==> src/rtl/decode_queue.sv <==
// Decode queue: decodes fetched (pc, instr) pairs on entry and buffers DEPTH entries for execute.
// Optional RV32M decode is enabled by defining DECODE_MULDIV_EN.

package rv32i_types;

  typedef enum logic [6:0] {
    op_lui   = 7'b0110111,
    op_auipc = 7'b0010111,
    op_jal   = 7'b1101111,
    op_jalr  = 7'b1100111,
    op_br    = 7'b1100011,
    op_load  = 7'b0000011,
    op_store = 7'b0100011,
    op_imm   = 7'b0010011,
    op_reg   = 7'b0110011,
    op_csr   = 7'b1110011
  } rv32i_opcode;

  typedef enum logic [2:0] {
    beq  = 3'b000,
    bne  = 3'b001,
    blt  = 3'b100,
    bge  = 3'b101,
    bltu = 3'b110,
    bgeu = 3'b111
  } branch_funct3_t;

  typedef enum logic [2:0] {
    alu_add = 3'b000,
    alu_sll = 3'b001,
    alu_sra = 3'b010,
    alu_sub = 3'b011,
    alu_xor = 3'b100,
    alu_srl = 3'b101,
    alu_or  = 3'b110,
    alu_and = 3'b111
  } alu_ops;

  typedef enum logic {
    am1_rs1_out = 1'b0,
    am1_pc_out  = 1'b1
  } alumux1_sel_t;

  typedef enum logic [2:0] {
    am2_i_imm   = 3'd0,
    am2_u_imm   = 3'd1,
    am2_b_imm   = 3'd2,
    am2_s_imm   = 3'd3,
    am2_j_imm   = 3'd4,
    am2_rs2_out = 3'd5
  } alumux2_sel_t;

  typedef enum logic [3:0] {
    rfm_alu_out  = 4'd0,
    rfm_br_en    = 4'd1,
    rfm_u_imm    = 4'd2,
    rfm_lw       = 4'd3,
    rfm_pc_plus4 = 4'd4,
    rfm_lb       = 4'd5,
    rfm_lbu      = 4'd6,
    rfm_lh       = 4'd7,
    rfm_lhu      = 4'd8
  } regfilemux_sel_t;

  typedef enum logic {
    cmp_rs2_out = 1'b0,
    cmp_i_imm   = 1'b1
  } cmpmux_sel_t;

  typedef enum logic [1:0] {
    pcm_pc_plus4 = 2'd0,
    pcm_alu_out  = 2'd1,
    pcm_alu_mod2 = 2'd2
  } pcmux_sel_t;

  typedef struct packed {
    logic [6:0]      opcode;
    logic [2:0]      funct3;
    alu_ops          aluop;
    branch_funct3_t  cmpop;
    alumux1_sel_t    alumux1_sel;
    alumux2_sel_t    alumux2_sel;
    regfilemux_sel_t regfilemux_sel;
    cmpmux_sel_t     cmpmux_sel;
    pcmux_sel_t      pcmux_sel;
    logic            load_regfile;
    logic            mem_read;
    logic            mem_write;
    logic            commit;
    logic            muldiv;
  } rv32i_ctrl_word;

  function automatic rv32i_ctrl_word default_ctrl();
    rv32i_ctrl_word c;
    c.opcode         = '0;
    c.funct3         = '0;
    c.aluop          = alu_add;
    c.cmpop          = beq;
    c.alumux1_sel    = am1_rs1_out;
    c.alumux2_sel    = am2_i_imm;
    c.regfilemux_sel = rfm_alu_out;
    c.cmpmux_sel     = cmp_i_imm;
    c.pcmux_sel      = pcm_pc_plus4;
    c.load_regfile   = 1'b0;
    c.mem_read       = 1'b0;
    c.mem_write      = 1'b0;
    c.commit         = 1'b0;
    c.muldiv         = 1'b0;
    return c;
  endfunction

endpackage

module decode_queue
  import rv32i_types::*;
#(
  parameter int DEPTH = 4,
  parameter int XLEN  = 32
) (
  input  logic                     clk,
  input  logic                     rst_n,
  input  logic                     in_valid,
  output logic                     in_ready,
  input  logic [XLEN-1:0]          in_pc,
  input  logic [XLEN-1:0]          in_instr,
  output logic                     out_valid,
  input  logic                     out_ready,
  output logic [XLEN-1:0]          out_pc,
  output logic [XLEN-1:0]          out_instr,
  output rv32i_ctrl_word           out_ctrl,
  output logic                     out_illegal,
  input  logic                     flush,
  output logic [$clog2(DEPTH):0]   count
);

  localparam int AW = $clog2(DEPTH);
  localparam int CW = AW + 1;

  logic [XLEN-1:0] r_pc      [DEPTH];
  logic [XLEN-1:0] r_instr   [DEPTH];
  rv32i_ctrl_word  r_ctrl    [DEPTH];
  logic            r_illegal [DEPTH];

  logic [AW-1:0]   r_head;
  logic [AW-1:0]   r_tail;
  logic [CW-1:0]   r_count;

  logic            w_push;
  logic            w_pop;
  logic [6:0]      w_opcode;
  logic [2:0]      w_funct3;
  logic [6:0]      w_funct7;
  rv32i_ctrl_word  w_ctrl;
  logic            w_illegal;

  assign in_ready  = (r_count != CW'(DEPTH));
  assign out_valid = (r_count != '0);
  assign w_push    = in_valid && in_ready && !flush;
  assign w_pop     = out_valid && out_ready && !flush;
  assign count     = r_count;

  assign w_opcode = in_instr[6:0];
  assign w_funct3 = in_instr[14:12];
  assign w_funct7 = in_instr[31:25];

  always_comb begin
    w_ctrl        = default_ctrl();
    w_ctrl.opcode = w_opcode;
    w_ctrl.funct3 = w_funct3;
    w_illegal     = 1'b0;
    case (w_opcode)
      op_lui: begin
        w_ctrl.regfilemux_sel = rfm_u_imm;
        w_ctrl.load_regfile   = 1'b1;
        w_ctrl.commit         = 1'b1;
      end
      op_auipc: begin
        w_ctrl.alumux1_sel  = am1_pc_out;
        w_ctrl.alumux2_sel  = am2_u_imm;
        w_ctrl.load_regfile = 1'b1;
        w_ctrl.commit       = 1'b1;
      end
      op_jal: begin
        w_ctrl.alumux1_sel    = am1_pc_out;
        w_ctrl.alumux2_sel    = am2_j_imm;
        w_ctrl.regfilemux_sel = rfm_pc_plus4;
        w_ctrl.pcmux_sel      = pcm_alu_out;
        w_ctrl.load_regfile   = 1'b1;
        w_ctrl.commit         = 1'b1;
      end
      op_jalr: begin
        w_ctrl.regfilemux_sel = rfm_pc_plus4;
        w_ctrl.pcmux_sel      = pcm_alu_mod2;
        w_ctrl.load_regfile   = 1'b1;
        w_ctrl.commit         = 1'b1;
      end
      op_br: begin
        w_ctrl.alumux1_sel = am1_pc_out;
        w_ctrl.alumux2_sel = am2_b_imm;
        w_ctrl.cmpop       = branch_funct3_t'(w_funct3);
        w_ctrl.cmpmux_sel  = cmp_rs2_out;
        w_ctrl.commit      = 1'b1;
      end
      op_load: begin
        w_ctrl.mem_read     = 1'b1;
        w_ctrl.load_regfile = 1'b1;
        w_ctrl.commit       = 1'b1;
        case (w_funct3)
          3'b000:  w_ctrl.regfilemux_sel = rfm_lb;
          3'b001:  w_ctrl.regfilemux_sel = rfm_lh;
          3'b010:  w_ctrl.regfilemux_sel = rfm_lw;
          3'b100:  w_ctrl.regfilemux_sel = rfm_lbu;
          3'b101:  w_ctrl.regfilemux_sel = rfm_lhu;
          default: w_illegal = 1'b1;
        endcase
      end
      op_store: begin
        w_ctrl.alumux2_sel = am2_s_imm;
        w_ctrl.mem_write   = 1'b1;
        w_ctrl.commit      = 1'b1;
      end
      op_imm: begin
        w_ctrl.load_regfile = 1'b1;
        w_ctrl.commit       = 1'b1;
        case (w_funct3)
          3'b000: w_ctrl.aluop = alu_add;
          3'b010: begin
            w_ctrl.cmpop          = blt;
            w_ctrl.regfilemux_sel = rfm_br_en;
          end
          3'b011: begin
            w_ctrl.cmpop          = bltu;
            w_ctrl.regfilemux_sel = rfm_br_en;
          end
          3'b101:  w_ctrl.aluop = w_funct7[5] ? alu_sra : alu_srl;
          default: w_ctrl.aluop = alu_ops'(w_funct3);
        endcase
      end
      op_reg: begin
        w_ctrl.alumux2_sel  = am2_rs2_out;
        w_ctrl.cmpmux_sel   = cmp_rs2_out;
        w_ctrl.load_regfile = 1'b1;
        w_ctrl.commit       = 1'b1;
        case (w_funct3)
          3'b000: w_ctrl.aluop = w_funct7[5] ? alu_sub : alu_add;
          3'b010: begin
            w_ctrl.cmpop          = blt;
            w_ctrl.regfilemux_sel = rfm_br_en;
          end
          3'b011: begin
            w_ctrl.cmpop          = bltu;
            w_ctrl.regfilemux_sel = rfm_br_en;
          end
          3'b101:  w_ctrl.aluop = w_funct7[5] ? alu_sra : alu_srl;
          default: w_ctrl.aluop = alu_ops'(w_funct3);
        endcase
        // RV32M variant travels in ctrl.funct3; the ALU fields are irrelevant for it.
`ifdef DECODE_MULDIV_EN
        if (w_funct7 == 7'b0000001) begin
          w_ctrl.muldiv         = 1'b1;
          w_ctrl.aluop          = alu_add;
          w_ctrl.cmpop          = beq;
          w_ctrl.regfilemux_sel = rfm_alu_out;
        end else if (w_funct7 != 7'b0000000 && w_funct7 != 7'b0100000) begin
          w_illegal = 1'b1;
        end
`else
        if (w_funct7 != 7'b0000000 && w_funct7 != 7'b0100000) begin
          w_illegal = 1'b1;
        end
`endif
      end
      default: begin
        w_illegal = 1'b1;
      end
    endcase
  end

  always_ff @(posedge clk or negedge rst_n) begin
    if (!rst_n) begin
      r_head  <= '0;
      r_tail  <= '0;
      r_count <= '0;
    end else if (flush) begin
      r_head  <= '0;
      r_tail  <= '0;
      r_count <= '0;
    end else begin
      if (w_push) r_tail <= r_tail + AW'(1);
      if (w_pop)  r_head <= r_head + AW'(1);
      r_count <= r_count + CW'(w_push) - CW'(w_pop);
    end
  end

  // Storage needs no reset; occupancy alone decides what is visible.
  always_ff @(posedge clk) begin
    if (w_push) begin
      r_pc[r_tail]      <= in_pc;
      r_instr[r_tail]   <= in_instr;
      r_ctrl[r_tail]    <= w_ctrl;
      r_illegal[r_tail] <= w_illegal;
    end
  end

  assign out_pc      = r_pc[r_head];
  assign out_instr   = r_instr[r_head];
  assign out_ctrl    = out_valid ? r_ctrl[r_head] : default_ctrl();
  assign out_illegal = out_valid && r_illegal[r_head];

endmodule

==> config.mk <==
export PLATFORM = sky130hd
export DESIGN_NAME = decode_queue
export DESIGN_NICKNAME = d
export VERILOG_FILES = /design/src/rtl/decode_queue.sv
export SDC_FILE = /design/constraint.sdc
export NUM_CORES = 1
export LEC_CHECK = 0
export ABC_AREA = 0
export BUFFER_PORTS_ARGS = -buffer_cell sky130_fd_sc_hd__buf_2
export CAP_MARGIN = 20
export CORE_MARGIN = 4
export CORE_UTILIZATION = 50
export CTS_CLUSTER_DIAMETER = 120
export DETAILED_ROUTE_END_ITERATION = 16
export PLACE_DENSITY = 0.69
export SLEW_MARGIN = 20
export SYNTH_ARGS = -nofsm -noshare
export SYNTH_HDL_FRONTEND = slang
export SYNTH_SLANG_ARGS = --single-unit
==> constraint.sdc <==
create_clock -name clk -period 9.6 [get_ports clk]
set_input_delay 1.92 -clock clk [delete_from_list [all_inputs] [get_ports clk]]
set_output_delay 1.92 -clock clk [all_outputs]
set_load 0.1 [all_outputs]
==> metrics.csv, run 1 <==
metric,value,unit
status,"finished, final reports clean",
adder-cell share of the synthesized area,0.00708,
CP peak stage delay,1.07,ns
CP arrival,3.52,ns
YS warnings,0,
worst slew pin tran,1.14,ns
Post-CTS Setup Inserts,0,
"Clk Latency, worst-skew pair",0.51,ns
die extent in y,172,µm
hold_buf cts,0,
DRT met1 WL,10.7,mm
# fillers,1869,
unique cell type count in the Yosys netlist,42,
terminus of the critical flop-to-flop path,r_ctrl[0][9],
crit path time final,5.44,ns
total power divided by cell area,336,mW/mm²
dpl hpwl,16.2,mm
clock buffer depth,3,
Reg-to-Reg Start,count[2],
grt ovf,0,
required time of the critical path,7.68,ns
count of final hold-check violations,0,
Initial DRC Count,517,
"commonest non-fill, non-tap cell in the layout",edfxtp_1,
DRC,0,
top post-synthesis cells by area,"edfxtp_1, mux4_2, and2_1",
Final Net Count,866,
Core Area,0.0263,mm²
wire length on met2,14.3,mm
cts bufs inserted,37,
Die ar.,0.0296,mm²
Worst Setup SP,r_head[0],
initial antenna violation count,1,
XOR/XNOR share of the synthesized area,0.00456,
Mapped Cells,608,
ys async rst share,0.0199,
Finish-stage setup viols,0,
IO Port Bufs,169,
Final Wtd Congestion,0.758,
syn avg cell area,22.1,µm²
multi-input logic area,0.00275,mm²
Simple-Gate Fraction of Synth Area,0.0384,
met3 WL post-DR,1.29,mm
total I/O pin count,171,
Layout Skew,0.00795,ns
Hold Slack,0.591,ns
initial cell density of the core,0.511,
Mapped Area,0.0134,mm²
maxcap violations,0,
Area Overhead vs Synth,18.1,%
min-delay worst type,reg2reg,
path type of the worst setup path,reg2out,
Synth Area in Compound Gates,0.00940,
Leak Pwr,5.37,nW
global-route wire length before repair,41.5,mm
drt wl/cell,23.5,µm
unrepaired setup endpoints after global routing,no,
Buffers & Inverters on Critical Path,2,
VDD IR max,0.414,mV
aggregate global-route resource usage,0.185,
Syn Nets,684,
Worst-path clk slew,0.06,ns
number of synthesized flops with an enable pin,344,
Initial DRT Pass Iterations,6,
mux cell area share after synthesis,0.144,
post-synthesis sequential area ratio,0.782,
FF+latch area,0.0105,mm²
DR top layer,met4,
top cell type by total area after synthesis,edfxtp_1,
"Max FO, Critical Path",48,
Final period util,0.567,
stages on the worst setup path,4,
root buffer cell,clkbuf_16,
Post-synth top flop,edfxtp_1,
post-synth top area share,0.769,
setup TNS,0,ns
main combinational cell family by area after synthesis,multiplexers,
cell with the largest stage delay on the worst path,dfrtp_4,
share of cells above drive strength 1,0.403,
CP endpoint,out_ctrl[10],
Max Slew Vio Count,0,
Worst Setup Start Kind,flop,
via count,6507,
vias in the first global route,7027,
std cell rows,59,
R2R setup slack,6.77,ns
clock sinks,351,
WL final,27.0,mm
nature of the critical path endpoint,primary output,
vias per cell,5.64,
Worst path top cell family by delay,buffers and inverters,
fmax,184,MHz
CP cell instances,buf_4 -> mux4_2 -> and2_1 -> buf_2,
H-Tree Level Count,2,
#FFs+latches synth,351,
largest net degree at the start of global routing,72,
Slew Limit Headroom,0.230,
ANT nets after route,0,
PostCTS Resize Cnt,0,
Die Wd,172,µm
Worst Reg2Reg Path Length in Cells,5,
most frequent cells in the layout,"edfxtp_1, buf_2, mux4_2",
CTS tree,yes,
## worst min-delay path, stage by stage (launching register included)
cell,delay (ns)
dfrtp_1,0.41
nand2_1,0.07
a21oi_1,0.06
## where the power goes
part	switching [W]	total, W	internal [W]	leakage [nW]
Clock	0.000551	0.00146	0.000905	0.610
Sequential	0.0000842	0.00186	0.00178	3.21
Combinational	0.00161	0.00201	0.000399	1.55
## logic make-up after synthesis
| family | count (synthesis) |
|---|---|
| simple gates | 93 |
| xor+xnor | 7 |
| flops | 351 |
| compound gates | 21 |
| mux | 86 |
| buf+inv | 42 |
| fa+ha+maj | 7 |
| other cells | 1 |
## synthesized netlist by cell type (all sizes together), types with 2 or more instances
cell type,number
edfxtp,344
nor3,6
and2,35
mux4,86
nand2b,2
dfrtp,7
clkbuf,13
and3,2
or3,2
nor2,14
a21o,2
inv,10
nor4,5
nand2,14
buf,19
o21ai,7
xnor2,2
nand3,6
ha,6
xor2,5
a21oi,5
## metal layers
metal / vias up / global-route usage
met3: 59 / 0.0295
met2: 206 / 0.331
li1: 2861 / -
met4: 0 / 0.0499
met5: - / 0
met1: 3381 / 0.236
## cell type report
class | count | area share
Antenna cell | 1 | 0.000158
Tap cell | 335 | 0.0264
Sequential cell | 351 | 0.662
Multi-Input combinational cell | 215 | 0.173
Inverter | 10 | 0.00236
Timing Repair Buffer | 175 | 0.0561
Clock inverter | 19 | 0.0160
Clock buffer | 47 | 0.0634
## worst min path at each step
stage / startpoint / end / slack, ns / cells after the start
finish: r_tail[1] / r_tail[1] / 0.59 / 2
global route: r_tail[1] / r_tail[1] / 0.63 / 2
CTS: r_tail[1] / r_tail[1] / 0.59 / 2
detailed placement: r_tail[1] / r_tail[1] / 0.58 / 2
global placement: r_tail[1] / r_tail[1] / 0.56 / 2
floorplan: r_tail[1] / r_tail[1] / 0.54 / 2
## state kept, by name, summed over array words and instances, names as in the netlist
signal,cells
r_pc,128
r_head,2
count,3
r_illegal,4
r_ctrl,120
r_instr,92
r_tail,2
## metrics by stage
step,utilization,instances,instance area [µm²],setup slack (ns),total power [W]
3_3_place_gp,0.556,1086,14600,4.61,0.00391
5_1_grt,0.604,1153,15900,3.80,0.00552
4_1_cts,0.604,1152,15900,3.99,0.00539
2_1_floorplan,-,608,13400,4.56,0.00361
3_5_place_dp,0.556,1086,14600,4.55,0.00393
6_report,0.604,1153,15900,4.16,0.00533
(Power assumes the default switching activity.)
==> run 2: changes to the inputs <==
--- a/config.mk
+++ b/config.mk
@@ -12,7 +12,7 @@
 export CORE_UTILIZATION = 50
 export CTS_CLUSTER_DIAMETER = 120
 export DETAILED_ROUTE_END_ITERATION = 16
-export PLACE_DENSITY = 0.69
+export PLACE_DENSITY = 0.72
 export SLEW_MARGIN = 20
 export SYNTH_ARGS = -nofsm -noshare
 export SYNTH_HDL_FRONTEND = slang
==> constraint.sdc (replaced) <==
create_clock -name clk -period 4.4 [get_ports clk]
set_input_delay 0.88 -clock clk [delete_from_list [all_inputs] [get_ports clk]]
set_output_delay 0.88 -clock clk [all_outputs]
set_load 0.1 [all_outputs]
==> run 2 against run 1 <==
  * Worst setup slack worse by 3.4 ns
  * Cell count increased by 0.26%
  * Register-to-register slack worse by 5.2 ns
  * Non-clock buffer count grew 6
  * Critical path depth down 1
  * Critical path type unchanged
  * Clock power rose by 110%
  * Hold slack got worse by 0.38 ns
  * Highest routed layer unchanged
  * Power up 120%
  * Count of clock-buffer cells in the layout is 1 lower
  * Flip-flop and latch count stayed put
  * Global-route usage shrank 1.1 points
  * Utilization is 0.062 points higher
==> metrics.csv, run 2 (synthesized netlist as in run 1, its figures left out) <==
metric,value,unit,change
dpl hpwl,15.7,mm,-3.1%
global-route wire length before repair,39.3,mm,-5.2%
CTS tree,yes,,
Reg power frac,0.350,,about the same
nature of the critical path endpoint,primary output,,
count of final hold-check violations,0,,unchanged
wire length on met2,13.5,mm,-6.0%
Initial DRC Count,534,,+3.3%
Buffers & Inverters on Critical Path,2,,unchanged
Final Net Count,871,,+0.58%
Hold Slack,0.209,ns,-0.382 ns
clock sinks,351,,unchanged
clock power share,0.263,,-0.010
share of cells above drive strength 1,0.400,,-0.00318
Gate power share,0.387,,+0.009
Worst Setup Start Kind,flop,,
PostCTS Resize Cnt,0,,unchanged
cell with the largest stage delay on the worst path,dfrtp_4,,
CP cell instances,buf_12 -> mux4_2 -> buf_2,,
CP peak stage delay,0.94,ns,-0.13 ns
vias per cell,5.61,,-0.61%
setup TNS,0,ns,unchanged
Reg with most FFs,r_pc,,
Post-Layout Inst Area,0.0159,mm²,+0.10%
Max Slew Vio Count,0,,unchanged
H-Tree Level Count,2,,unchanged
crit path time final,3.61,ns,
Worst path top cell family by delay,flip-flops,,
ANT nets after route,0,,unchanged
most frequent cells in the layout,"edfxtp_1, buf_2, mux4_2",,
drt wl/cell,22.3,µm,-4.9%
CP arrival,2.73,ns,-0.79 ns
die extent in y,172,µm,unchanged
"Max FO, Critical Path",38,,-21%
Placed Area,0.0147,mm²,+0.65%
grt ovf,0,,unchanged
Leak Pwr,5.38,nW,about the same
total power divided by cell area,724,mW/mm²,+120%
fmax,277,MHz,
Area Overhead vs Synth,18.2,%,
Die Wd,172,µm,unchanged
max reg flops,128,,unchanged
min-delay worst type,in2async,,
Slew Limit Headroom,0.322,,+0.0924
WL final,25.8,mm,-4.6%
Core Area,0.0263,mm²,unchanged
Post-CTS Setup Inserts,0,,unchanged
DRC,0,,unchanged
clock buffer depth,3,,unchanged
Layout Skew,0.0225,ns,+0.0146 ns
worst slew pin tran,1.02,ns,-0.129 ns
DRT met1 WL,10.1,mm,-6.0%
VDD IR max,0.900,mV,+120%
aggregate global-route resource usage,0.174,,-0.0105
largest net degree at the start of global routing,60,,-17%
Die ar.,0.0296,mm²,unchanged
unrepaired setup endpoints after global routing,no,,
Finished Core Util,0.605,,+0.000619
std cell rows,59,,unchanged
Final period util,0.820,,
Int Power,0.00662,W,+110%
"commonest non-fill, non-tap cell in the layout",edfxtp_1,,
Sw Pwr,0.00488,W,+120%
hold_buf cts,0,,unchanged
maxcap violations,0,,unchanged
path type of the worst setup path,reg2out,,
vias in the first global route,6999,,-0.40%
met3 WL post-DR,1.66,mm,+29%
Worst-path clk slew,0.06,ns,about the same
initial cell density of the core,0.511,,unchanged
DR top layer,met4,,
total I/O pin count,171,,unchanged
initial antenna violation count,0,,-1
Final Wtd Congestion,0.754,,-0.54%
root buffer cell,clkbuf_16,,
required time of the critical path,3.52,ns,-4.16 ns
"Clk Latency, worst-skew pair",0.51,ns,about the same
cts bufs inserted,36,,-2.7%
Finish-stage setup viols,0,,unchanged
top flop regs,"r_pc x128, r_ctrl x120, r_instr x92",,
Initial DRT Pass Iterations,5,,-1
via count,6484,,-0.35%
status,"finished, final reports clean",,
n_diodes,0,,-1
Sw Share,0.425,,+0.00274
IO Port Bufs,169,,unchanged
R2R setup slack,1.58,ns,-5.19 ns
==> run 2: cell types whose count changed in the layout (fill, tap and decap cells not counted), sizes merged <==
cell | previous run | this run
buf | 175 | 181
bufinv | 6 | 5
clkbuf | 47 | 46
clkinvlp | 3 | 2
inv | 11 | 12
diode | 1 | 0
==> run 2: layout make-up <==
| class | count | area, µm² |
|---|---|---|
| Fill cell | 1858 | 10400 |
| Inverter | 10 | 37.5 |
| Sequential cell | 351 | 10500 |
| Timing Repair Buffer | 181 | 986 |
| Multi-Input combinational cell | 215 | 2750 |
| Clock buffer | 46 | 960 |
| Tap cell | 335 | 419 |
| Clock inverter | 18 | 224 |
==> run 2: through the flow <==
stage	power [W]	cells	setup WS, ns
6_report	0.0115	1156	0.793
5_1_grt	0.0119	1156	0.581
4_1_cts	0.0116	1156	0.695
3_5_place_dp	0.00860	1092	1.23
3_3_place_gp	0.00855	1092	1.26
2_1_floorplan	0.00787	608	0.396
==> run 2: final timing paths <==
check	cells after the start	start	to
min	1	rst_n	r_head[1]
max reg2reg	11	count[1]	count[2]
max in group asynchronous	1	rst_n	r_head[0]
max	3	r_head[0]	out_instr[31]
min in group clk	1	in_pc[11]	r_pc[1][11]
min reg2reg	2	r_tail[1]	r_tail[1]
==> run 2: routing by layer <==
metal,vias up,track usage
met5,-,0
met4,0,0.0543
met3,44,0.0341
met2,243,0.307
met1,3332,0.220
li1,2865,-
==> run 2: power groups by stage <==
| stage | Combinational (W) | Clock (W) | Sequential (W) |
|---|---|---|---|
| 3_3_place_gp | 0.00446 | 0 | 0.00409 |
| 4_1_cts | 0.00450 | 0.00308 | 0.00404 |
| 2_1_floorplan | 0.00382 | 0 | 0.00405 |
| 3_5_place_dp | 0.00449 | 0 | 0.00411 |
| 6_report | 0.00445 | 0.00302 | 0.00403 |
| 5_1_grt | 0.00461 | 0.00324 | 0.00406 |
